--- src/rtl/cpu_param.sv ---
// Multi-cycle 8-register CPU with a parameterised datapath and a fixed 16-bit instruction word.
// Define CPU_ILLEGAL_TRAP_EN to trap on illegal encodings; otherwise they execute as NOP.
module cpu_param #(
  parameter int DATA_W = 16
) (
  input  logic              clk,
  input  logic              reset,
  input  logic              s,
  input  logic              load,
  input  logic [15:0]       in,
  output logic [DATA_W-1:0] out,
  output logic              N,
  output logic              V,
  output logic              Z,
  output logic              w,
  output logic              err
);

  typedef enum logic [2:0] {
    WAIT, DECODE, GETA, GETB, EXEC, WRITEREG, WRITEIMM, TRAP
  } state_t;

  state_t state, next_state;

  logic [15:0]              ir;
  logic [15:0]              instr;
  logic signed [DATA_W-1:0] regs [8];
  logic signed [DATA_W-1:0] a_reg, b_reg;
  logic signed [DATA_W-1:0] shifted, alu, diff, imm_ext;
  logic signed [7:0]        imm8;
  logic [2:0]               opc, rn, rd, rm;
  logic [1:0]               op, sh;
  logic                     is_movi, is_movr, is_alu, is_cmp, is_mvn;

  function automatic logic signed [DATA_W-1:0] shift_op(
    input logic signed [DATA_W-1:0] x,
    input logic [1:0]               amt
  );
    case (amt)
      2'b01:   shift_op = x <<< 1;
      2'b10:   shift_op = $signed($unsigned(x) >> 1);
      2'b11:   shift_op = x >>> 1;
      default: shift_op = x;
    endcase
  endfunction

  function automatic logic sub_ovf(
    input logic signed [DATA_W-1:0] x,
    input logic signed [DATA_W-1:0] y,
    input logic signed [DATA_W-1:0] d
  );
    sub_ovf = (x[DATA_W-1] != y[DATA_W-1]) && (d[DATA_W-1] != x[DATA_W-1]);
  endfunction

  // Decode works from the snapshot so IR can be reloaded mid-instruction
  assign opc     = instr[15:13];
  assign op      = instr[12:11];
  assign rn      = instr[10:8];
  assign rd      = instr[7:5];
  assign sh      = instr[4:3];
  assign rm      = instr[2:0];
  assign imm8    = instr[7:0];
  assign imm_ext = DATA_W'(imm8);

  assign is_movi = (opc == 3'b110) && (op == 2'b10);
  assign is_movr = (opc == 3'b110) && (op == 2'b00);
  assign is_alu  = (opc == 3'b101);
  assign is_cmp  = is_alu && (op == 2'b01);
  assign is_mvn  = is_alu && (op == 2'b11);

  assign shifted = shift_op(b_reg, sh);
  assign diff    = a_reg - shifted;

  always_comb begin
    alu = shifted;
    if (is_alu) begin
      case (op)
        2'b00:   alu = a_reg + shifted;
        2'b01:   alu = diff;
        2'b10:   alu = a_reg & shifted;
        default: alu = ~shifted;
      endcase
    end
  end

  always_ff @(posedge clk) begin
    if (reset) state <= WAIT;
    else       state <= next_state;
  end

  always_comb begin
    next_state = state;
    case (state)
      WAIT:     if (s) next_state = DECODE;
      DECODE: begin
        if (is_movi)                  next_state = WRITEIMM;
        else if (is_movr || is_mvn)   next_state = GETB;
        else if (is_alu)              next_state = GETA;
        else
`ifdef CPU_ILLEGAL_TRAP_EN
                                      next_state = TRAP;
`else
                                      next_state = WAIT;
`endif
      end
      GETA:     next_state = GETB;
      GETB:     next_state = EXEC;
      EXEC:     next_state = is_cmp ? WAIT : WRITEREG;
      WRITEREG: next_state = WAIT;
      WRITEIMM: next_state = WAIT;
      TRAP:     next_state = TRAP;
      default:  next_state = WAIT;
    endcase
  end

  always_comb begin
    w = (state == WAIT);
  end

  always_ff @(posedge clk) begin
    if (reset) begin
      ir  <= '0;
      out <= '0;
      N   <= 1'b0;
      V   <= 1'b0;
      Z   <= 1'b0;
    end else begin
      if (load) ir <= in;
      if (state == EXEC) begin
        out <= $unsigned(alu);
        if (is_cmp) begin
          N <= diff[DATA_W-1];
          Z <= (diff == '0);
          V <= sub_ovf(a_reg, shifted, diff);
        end
      end
    end
  end

  // Register file and operand latches carry no reset; writes are blocked on a reset edge
  always_ff @(posedge clk) begin
    if (state == WAIT && s) instr <= ir;
    if (state == GETA)      a_reg <= regs[rn];
    if (state == GETB)      b_reg <= regs[rm];
    if (!reset && state == WRITEREG) regs[rd] <= $signed(out);
    if (!reset && state == WRITEIMM) regs[rn] <= imm_ext;
  end

`ifdef CPU_ILLEGAL_TRAP_EN
  always_ff @(posedge clk) begin
    if (reset)                                              err <= 1'b0;
    else if (state == DECODE && !(is_movi || is_movr || is_alu)) err <= 1'b1;
  end
`else
  assign err = 1'b0;
`endif

endmodule

--- config.mk ---
export PLATFORM = sky130hd
export DESIGN_NAME = cpu_param
export DESIGN_NICKNAME = d
export VERILOG_FILES = /design/src/rtl/cpu_param.sv
export SDC_FILE = /design/constraint.sdc
export NUM_CORES = 1
export LEC_CHECK = 0
export BUFFER_PORTS_ARGS = -buffer_cell sky130_fd_sc_hd__buf_4
export CORE_MARGIN = 10
export CORE_UTILIZATION = 46
export DETAILED_ROUTE_END_ITERATION = 7
export PLACE_DENSITY = 0.68
export SLEW_MARGIN = 40
export SYNTH_ARGS = -nofsm -noshare
export SYNTH_HDL_FRONTEND = slang
export SYNTH_SLANG_ARGS = --single-unit
--- constraint.sdc ---
create_clock -name clk -period 7.3 [get_ports clk]
set_input_delay 0.365 -clock clk [delete_from_list [all_inputs] [get_ports clk]]
set_output_delay 0.365 -clock clk [all_outputs]
set_load 0.005 [all_outputs]
======== Word-level counts from Yosys, hierarchy flattened ========
Memories as Yosys holds them, arrays and structs flattened. A register that Yosys moved wholly into a read port is not among the register bits.
Index checks and enable logic that the tools add are counted.
word-level totals
  bits in writable memories ............... 128
  memories kept ........................... 1
  bits of input ports ..................... 20
  latch bits .............................. 0
  bits in read-only memories .............. 0
  register bits ........................... 54
cells by class
  multiply operators ...................... 0
  bitwise gates (word level) .............. 2
  add/subtract/negate cells ............... 2
  reductions and logical operators ........ 16
  $lt $le $gt $ge ......................... 0
  eq/ne operators ......................... 18
  div/mod/pow operators ................... 0
  muxes and demuxes ....................... 16
  shifts and indexed selects .............. 0
memories
  name  words  width  read ports  clocked after memory_dff  wr ports  RTL line  source
  regs  8      16     2           2                         1         27        logic signed [DATA_W-1:0] regs [8];
operators with widths
  kind                                                                   number
  16-bit one-hot mux with 3 select lines                                 2
  16-bit 2-to-1 mux                                                      2
  3-bit one-hot mux with 7 select lines                                  1
  3-bit equality test, second input constant                             6
  16-bit adder                                                           1
  16-bit AND                                                             1
  16-bit logical NOT                                                     1
  16-bit NOT                                                             1
  16-bit OR reduction                                                    1
  16-bit subtractor                                                      1
  3-bit 2-to-1 mux                                                       4
  2-bit equality test, second input constant                             4
  1-bit logical AND                                                      8
  3-bit by 2-bit equality test with 1-bit output, second input constant  2
  1-bit 2-to-1 mux                                                       5
  2-bit by 1-bit equality test with 1-bit output, second input constant  2
  2-bit 2-to-1 mux                                                       2
  3-bit by 1-bit equality test with 1-bit output, second input constant  1
  3-bit logical NOT                                                      1
  2-bit logical NOT                                                      1
  1-bit inequality test                                                  2
  2-bit inequality test, second input constant                           1
  2-bit AND reduction                                                    1
  2-bit OR reduction                                                     1
  other kinds (2)                                                        2

======== Longest topological paths before layout ========
Gate-level depths: netlist of run 1.
  depth after elaboration ................. 6
  mapped depth ............................ 15
  mapped depth without buffers ............ 13

======== Worst setup path after synthesis of run 1 ========
OpenSTA, ideal clock, no wires.
  path type ............................... register to register
  start point ............................. register instr[3]
  end point ............................... register out[15]
  data required time ...................... 7.180 ns
  slack ................................... 3.607 ns
  library setup time ...................... 0.120 ns
  arrival ................................. 3.574 ns
  stages on the path, launching flop included .. 13
  buffers on the path ..................... 2
  clock period less this slack ............ 3.693 ns
  cell sequence ........................... edfxtp_1 > clkbuf_1 > buf_2 > mux2i_1 > o21ai_0 > ha_1 > or3_4 > or4_1 > a211oi_2 > nor3_1 > o31ai_1 > nor3_1 > o31a_1
between the ends
  cells in the longest elaborated chain, start to end .. 5
RTL lines
  element                                                                                       RTL line  source
  from (decl)                                                                                   26        logic [15:0] instr;
  from (signal assigned)                                                                        142       if (state == WAIT && s) instr <= ir;
  2-bit equality test / 2-bit by 1-bit equality test with 1-bit output (equally long branches)  39        case (amt)
  16-bit one-hot mux with 3 select lines (*)                                                    39
  16-bit subtractor (tied with other cells)                                                     72        assign diff = a_reg - shifted;
  16-bit one-hot mux with 3 select lines                                                        77        case (op)
  16-bit 2-to-1 mux (*)                                                                         76        if (is_alu) begin
  to (signal assigned)                                                                          130       out <= $unsigned(alu);
  to (decl)                                                                                     11        output logic [DATA_W-1:0] out,
Mark *: on every way between the ends. The rest lies on a longest branch, timed or not.
A chain may end at the register's enable or synchronous reset.

======== Final worst setup path of run 1 ========
Ends and elaborated chain as after synthesis.

==> results_dict.tcl, run 1 <==
set metrics [dict create \
    min_period_ns 3.96 \
    fin_util_pct 52.3 \
    placed_cell_area_sq_um 12500 \
    p_per_area_nw_per_um2 238 \
    nets 1064 \
    wl_met1_um 12900 \
    die_h_um 180 \
    synth_nets 1037 \
    rows 58 \
    route.met3.wl_um 1770 \
    status "completed" \
    grt-ovfl-total 0 \
    drc 0 \
    relSlewSlack_pct 43.6 \
    netlist_instances 980 \
    final_area_sq_um 13200 \
    synth_edf_count 176 \
    cts_made_buffers 24 \
    post_cts_buffers 0 \
    worstSetupStartpointType "flop" \
    fin_setup_tns_ns 0 \
    crit_end "out[15]" \
    finalClockSkew_ns 0.0300 \
    synth.area.top_cells "edfxtp_1 45%, mux4_2 13%, dfxtp_1 6.4%, nand2_1 4.3%, ha_1 3.7%" \
    met2WireLength_um 14700 \
    worst_slew_pin_slew_ns 0.842 \
    via_per_inst 6.04 \
    comb_power_share_pct 20.5 \
    ir_worst_vdd_v 0.000162 \
    arrival_ns 4.38 \
    p_switching_uw 894 \
    crit_fanout 15 \
    seqPwrFrac_pct 44.1 \
    regMostFlops "regs" \
    gp_congestion 0.923 \
    largest_register_ffs 128 \
    nFillCells 2131 \
    layout-drive-gt1-share_pct 19.0 \
    ys_seq_area_share_pct 51.2 \
    swShare_pct 28.4 \
    clk_pin_slew_worst_paths_ns 0.07 \
    synth_area_leader_cell "edfxtp_1" \
    intPower_mw 2.25 \
    synth_top_area_share_pct 44.8 \
    drt-initial-drc-count 642 \
    power.total_mw 3.15 \
    fin_crit_sh_pct 54.3 \
    netlist_area_sq_um 11800 \
    r2r_slack_ns 3.34 \
    rsz0062_at_grt "false" \
    ys_ff_latch 214 \
    hp-class "in2reg" \
    ioPinCount 41 \
    mostFrequentLayoutCells "176 x edfxtp_1, 135 x nand2_1, 77 x nor2_1, 67 x mux4_2, 59 x buf_4" \
    worstReg2RegStart "instr[3]" \
    setup_viol 0 \
    ctsResizeCount 0 \
    postRouteAntennaNets 0 \
    ys_warn_count 0 \
    antenna-diode-count 0 \
    drtPass1Iterations 5 \
    r2r-end "out[15]" \
    layout_commonest_cell "edfxtp_1" \
    leakage_nw 4.82 \
    dieArea_sq_um 32500 \
    cts_tree "yes" \
    synth_area_per_cell_sq_um 12.0 \
    hold_viol_final 0 \
    start_util_pct 46.7 \
    io_buffers 39 \
    grt_pass1_wl_um 47000 \
    grt.total_usage_pct 18.0 \
    clkSinkCount 214 \
    grt_pass1_vias 8029 \
    fp.coreArea_sq_um 25300 \
    dp_hpwl_um 20700 \
    maxCapViolCount 0 \
    worstSetupStartpoint "instr[3]" \
    cp-end-kind "flop" \
    area_growth_pct 11.9 \
    wl_um 30400 \
    clk_latency_ns 0.54 \
    fmax_ghz 0.252 \
    maxUsedRoutingLayer "met4" \
    maxSlewViolCount 0 \
    cts-hold-fix-buffers 0 \
    post_drt_wl_per_cell_um 22.4 \
    clk_path_buf_depth 3 \
    path_class "reg2reg" \
    synth.distinct_cells 72 \
    async_reset_ff_share_pct 0 \
    die_w_um 180 \
    ys.flop_type "edfxtp_1" \
    reg2reg_depth 11 \
    p_clk_share_pct 35.4 \
    grt_max_degree 46 \
    cts_root_buf "clkbuf_16" \
    htree_num_levels 1 \
    antenna_found_initial 0 \
    num_vias 8182 \
    cp.required_ns 7.71 \
]
==> worst max-delay path, cell delays in order, from the launching register on <==
cell	delay (ns)
edfxtp_1	0.53
buf_6	0.23
mux2i_1	0.12
o21ai_0	0.37
ha_1	0.48
or3_4	0.49
or4_1	0.44
a211oi_2	0.24
nor3_1	0.18
o31ai_1	0.39
nor3_1	0.08
o31a_1	0.30
==> through the flow <==
step	std cells	worst slack, ns	hold slack, ns
detailed placement	1309	3.03	0.413
CTS	1353	3.03	0.0522
global placement	1307	3.23	0.417
global route	1355	3.10	0.0749
floorplan	980	3.61	0.408
finish	1355	3.34	0.0642
==> power groups by stage <==
stage	registers, mW	clock network (mW)	logic [mW]
2_1_floorplan	1.39	0	0.486
6_report	1.39	1.11	0.646
3_5_place_dp	1.42	0	0.629
5_1_grt	1.39	1.19	0.705
4_1_cts	1.39	1.13	0.633
3_3_place_gp	1.42	0	0.624
==> layer usage <==
layer	up-vias	GRT usage [%]
met5	-	0
met4	0	6.23
met3	79	2.81
met2	280	30.0
met1	4057	23.4
li1	3766	-
==> cells in the mapped netlist (all sizes together), types with 8 or more instances <==
cell type  count
a211oi        23
a21o           8
a21oi         40
a31oi         11
buf           16
clkbuf        46
dfxtp         38
edfxtp       176
ha            35
inv           41
mux2          18
mux2i         38
mux4          67
nand2        135
nor2          77
nor3          18
nor3b          8
o211ai        10
o21ai         32
xnor2         16
==> worst min-delay path by stage <==
stage	startpoint	to	slack (ns)	depth (start not counted)
after global routing	in[14]	ir[14]	0.07	3
after floorplan	ir[0]	instr[0]	0.41	0
after global placement	ir[10]	instr[10]	0.42	0
final	in[5]	ir[5]	0.06	3
after CTS	in[5]	ir[5]	0.05	3
after detailed placement	ir[0]	instr[0]	0.41	0
==> kinds of logic (layout without fill, tap and decap cells) <==
group | after synthesis | in the layout | share of synthesized area (%)
buf+inv | 106 | 151 | 3.50
xor+xnor | 17 | 17 | 1.26
compound gates | 185 | 185 | 10.8
other cells | 1 | 1 | 0.0318
mux | 123 | 123 | 17.7
flops | 214 | 214 | 51.2
simple gates | 297 | 297 | 11.4
fa+ha+maj | 37 | 37 | 4.05
==> cell type report <==
class                      count  area [sq um]  area share, %
clock buffer                  36           656           4.96
clock inverter                 8          76.3          0.578
inverter                      44           165           1.25
multi-input combinational    660          5360           40.6
sequential                   214          6050           45.8
tap                          330           413           3.13
timing repair buffer          63           488           3.69
No activity file was read; power rests on OpenSTA's default activity.
==> run 2: changes to the inputs <==
--- a/config.mk
+++ b/config.mk
@@ -9,7 +9,7 @@
 export CORE_MARGIN = 10
 export CORE_UTILIZATION = 46
 export DETAILED_ROUTE_END_ITERATION = 7
-export PLACE_DENSITY = 0.68
+export PLACE_DENSITY = 0.7
 export SLEW_MARGIN = 40
 export SYNTH_ARGS = -nofsm -noshare
 export SYNTH_HDL_FRONTEND = slang
==> constraint.sdc (replaced) <==
create_clock -name clk -period 3.45 [get_ports clk]
set_input_delay 0.1725 -clock clk [delete_from_list [all_inputs] [get_ports clk]]
set_output_delay 0.1725 -clock clk [all_outputs]
set_load 0.005 [all_outputs]
==> results_dict.tcl, run 2 (synthesized netlist as in run 1, its figures left out) <==
set metrics [dict create \
    setup_viol 0 \
    cp-end-kind "flop" \
    reg2reg_depth 13 \
    min_period_ns 3.35 \
    fin_util_pct 56.7 \
    arrival_ns 3.76 \
    crit_fanout 6 \
    fp.coreArea_sq_um 25300 \
    drt-initial-drc-count 761 \
    ir_worst_vdd_v 0.000435 \
    clk_path_buf_depth 3 \
    maxCapViolCount 0 \
    fin_crit_sh_pct 97.2 \
    p_per_area_nw_per_um2 501 \
    grt.total_usage_pct 19.1 \
    clk_latency_ns 0.52 \
    dp_hpwl_um 22300 \
    regMostFlops "regs" \
    nFillCells 1996 \
    mostFrequentLayoutCells "176 x edfxtp_1, 135 x nand2_1, 130 x buf_4, 77 x nor2_1, 67 x mux4_2" \
    htree_num_levels 1 \
    ioPinCount 41 \
    holdPathStages 3 \
    area_growth_pct 21.3 \
    drtPass1Iterations 6 \
    via_per_inst 5.97 \
    clk_pin_slew_worst_paths_ns 0.06 \
    dieArea_sq_um 32500 \
    die_h_um 180 \
    worst_slew_pin_slew_ns 0.806 \
    layout-drive-gt1-share_pct 28.0 \
    postRouteAntennaNets 0 \
    gp_congestion 0.970 \
    wl_um 32700 \
    die_w_um 180 \
    cts_root_buf "clkbuf_16" \
    clkSinkCount 214 \
    cts_made_buffers 24 \
    layout_commonest_cell "edfxtp_1" \
    grt-ovfl-total 0 \
    hold_viol_final 0 \
    num_vias 8645 \
    antenna-diode-count 0 \
    finalClockSkew_ns 0.0166 \
    antenna_found_initial 0 \
    largest_register_ffs 128 \
    worstSetupStartpointType "flop" \
    leakage_nw 5.35 \
    grt_max_degree 44 \
    cts_tree "yes" \
    maxSlewViolCount 0 \
    cp.required_ns 3.86 \
    io_buffers 39 \
    post_drt_wl_per_cell_um 22.6 \
    fin_setup_tns_ns 0 \
    relSlewSlack_pct 46.3 \
    grt_pass1_vias 8667 \
    path_class "reg2reg" \
    drc 0 \
    status "completed" \
    grt_pass1_wl_um 49900 \
    start_util_pct 46.7 \
    hp-class "in2reg" \
    fmax_ghz 0.298 \
    nets 1156 \
    rows 58 \
    r2r_slack_ns 0.1 \
]
[run 2: metrics by stage]
| step | worst slack, ns | instance area, sq um | hold WS (ns) | total power, mW | cells |
|---|---|---|---|---|---|
| 3_5_place_dp | -0.0167 | 13000 | 0.415 | 4.52 | 1376 |
| 3_3_place_gp | 0.0495 | 13000 | 0.408 | 4.51 | 1375 |
| 4_1_cts | 0.00742 | 13900 | 0.112 | 7.04 | 1436 |
| 5_1_grt | -0.0891 | 14300 | 0.136 | 7.46 | 1447 |
| 6_report | 0.0950 | 14300 | 0.133 | 7.17 | 1447 |
| 2_1_floorplan | 0.0234 | 11800 | 0.319 | 3.98 | 980 |
[run 2: area by class of cell]
| class | instances | area [sq um] | share of cell area [%] |
|---|---|---|---|
| clock buffers | 36 | 707 | 4.94 |
| clock inverters | 8 | 80.1 | 0.559 |
| inverters | 44 | 169 | 1.18 |
| multi-input cells | 660 | 5640 | 39.3 |
| flip-flops and latches | 214 | 6050 | 42.2 |
| well taps | 330 | 413 | 2.88 |
| repair buffers | 155 | 1270 | 8.88 |
[run 2: metal layers]
metal | vias to the layer above | global-route usage (%) | part of all wire, %
li1 | 3953 | - | -
met1 | 4283 | 24.6 | 41
met2 | 336 | 32.6 | 50
met3 | 73 | 2.27 | 6.0
met4 | 0 | 6.36 | 3.3
met5 | - | 0 | 0
[run 2: critical path, stage by stage (launching register included)]
cell,delay [ns]
edfxtp_1,0.41
buf_6,0.16
clkbuf_16,0.15
mux2i_4,0.18
o21ai_2,0.19
ha_4,0.23
or3_4,0.36
or4_4,0.46
a211oi_4,0.26
nor3_1,0.08
buf_4,0.19
o31ai_4,0.20
nor3_1,0.08
o31a_1,0.30
[run 2: path summary, 6_finish.rpt]
kind | start | end
hold / removal | load | ir[8]
setup / recovery | instr[3] | out[15]
hold reg to reg | ir[10] | instr[10]
setup reg to reg | instr[3] | out[15]
[run 2: repair_timing]
action,4_1_cts,5_1_grt
resized for setup,2,63
hold buffers,16,0
cloned,0,1
setup endpoints to repair,2,9
pin swaps,0,18
setup buffers,0,11
endpoints found under the hold margin,16,0
[run 2: power breakdown]
part | switching, mW | leakage (nW) | total, mW | internal, mW
registers | 0.0700 | 1.96 | 2.94 | 2.87
logic | 0.927 | 3.00 | 1.72 | 0.796
clock network | 1.01 | 0.390 | 2.51 | 1.50
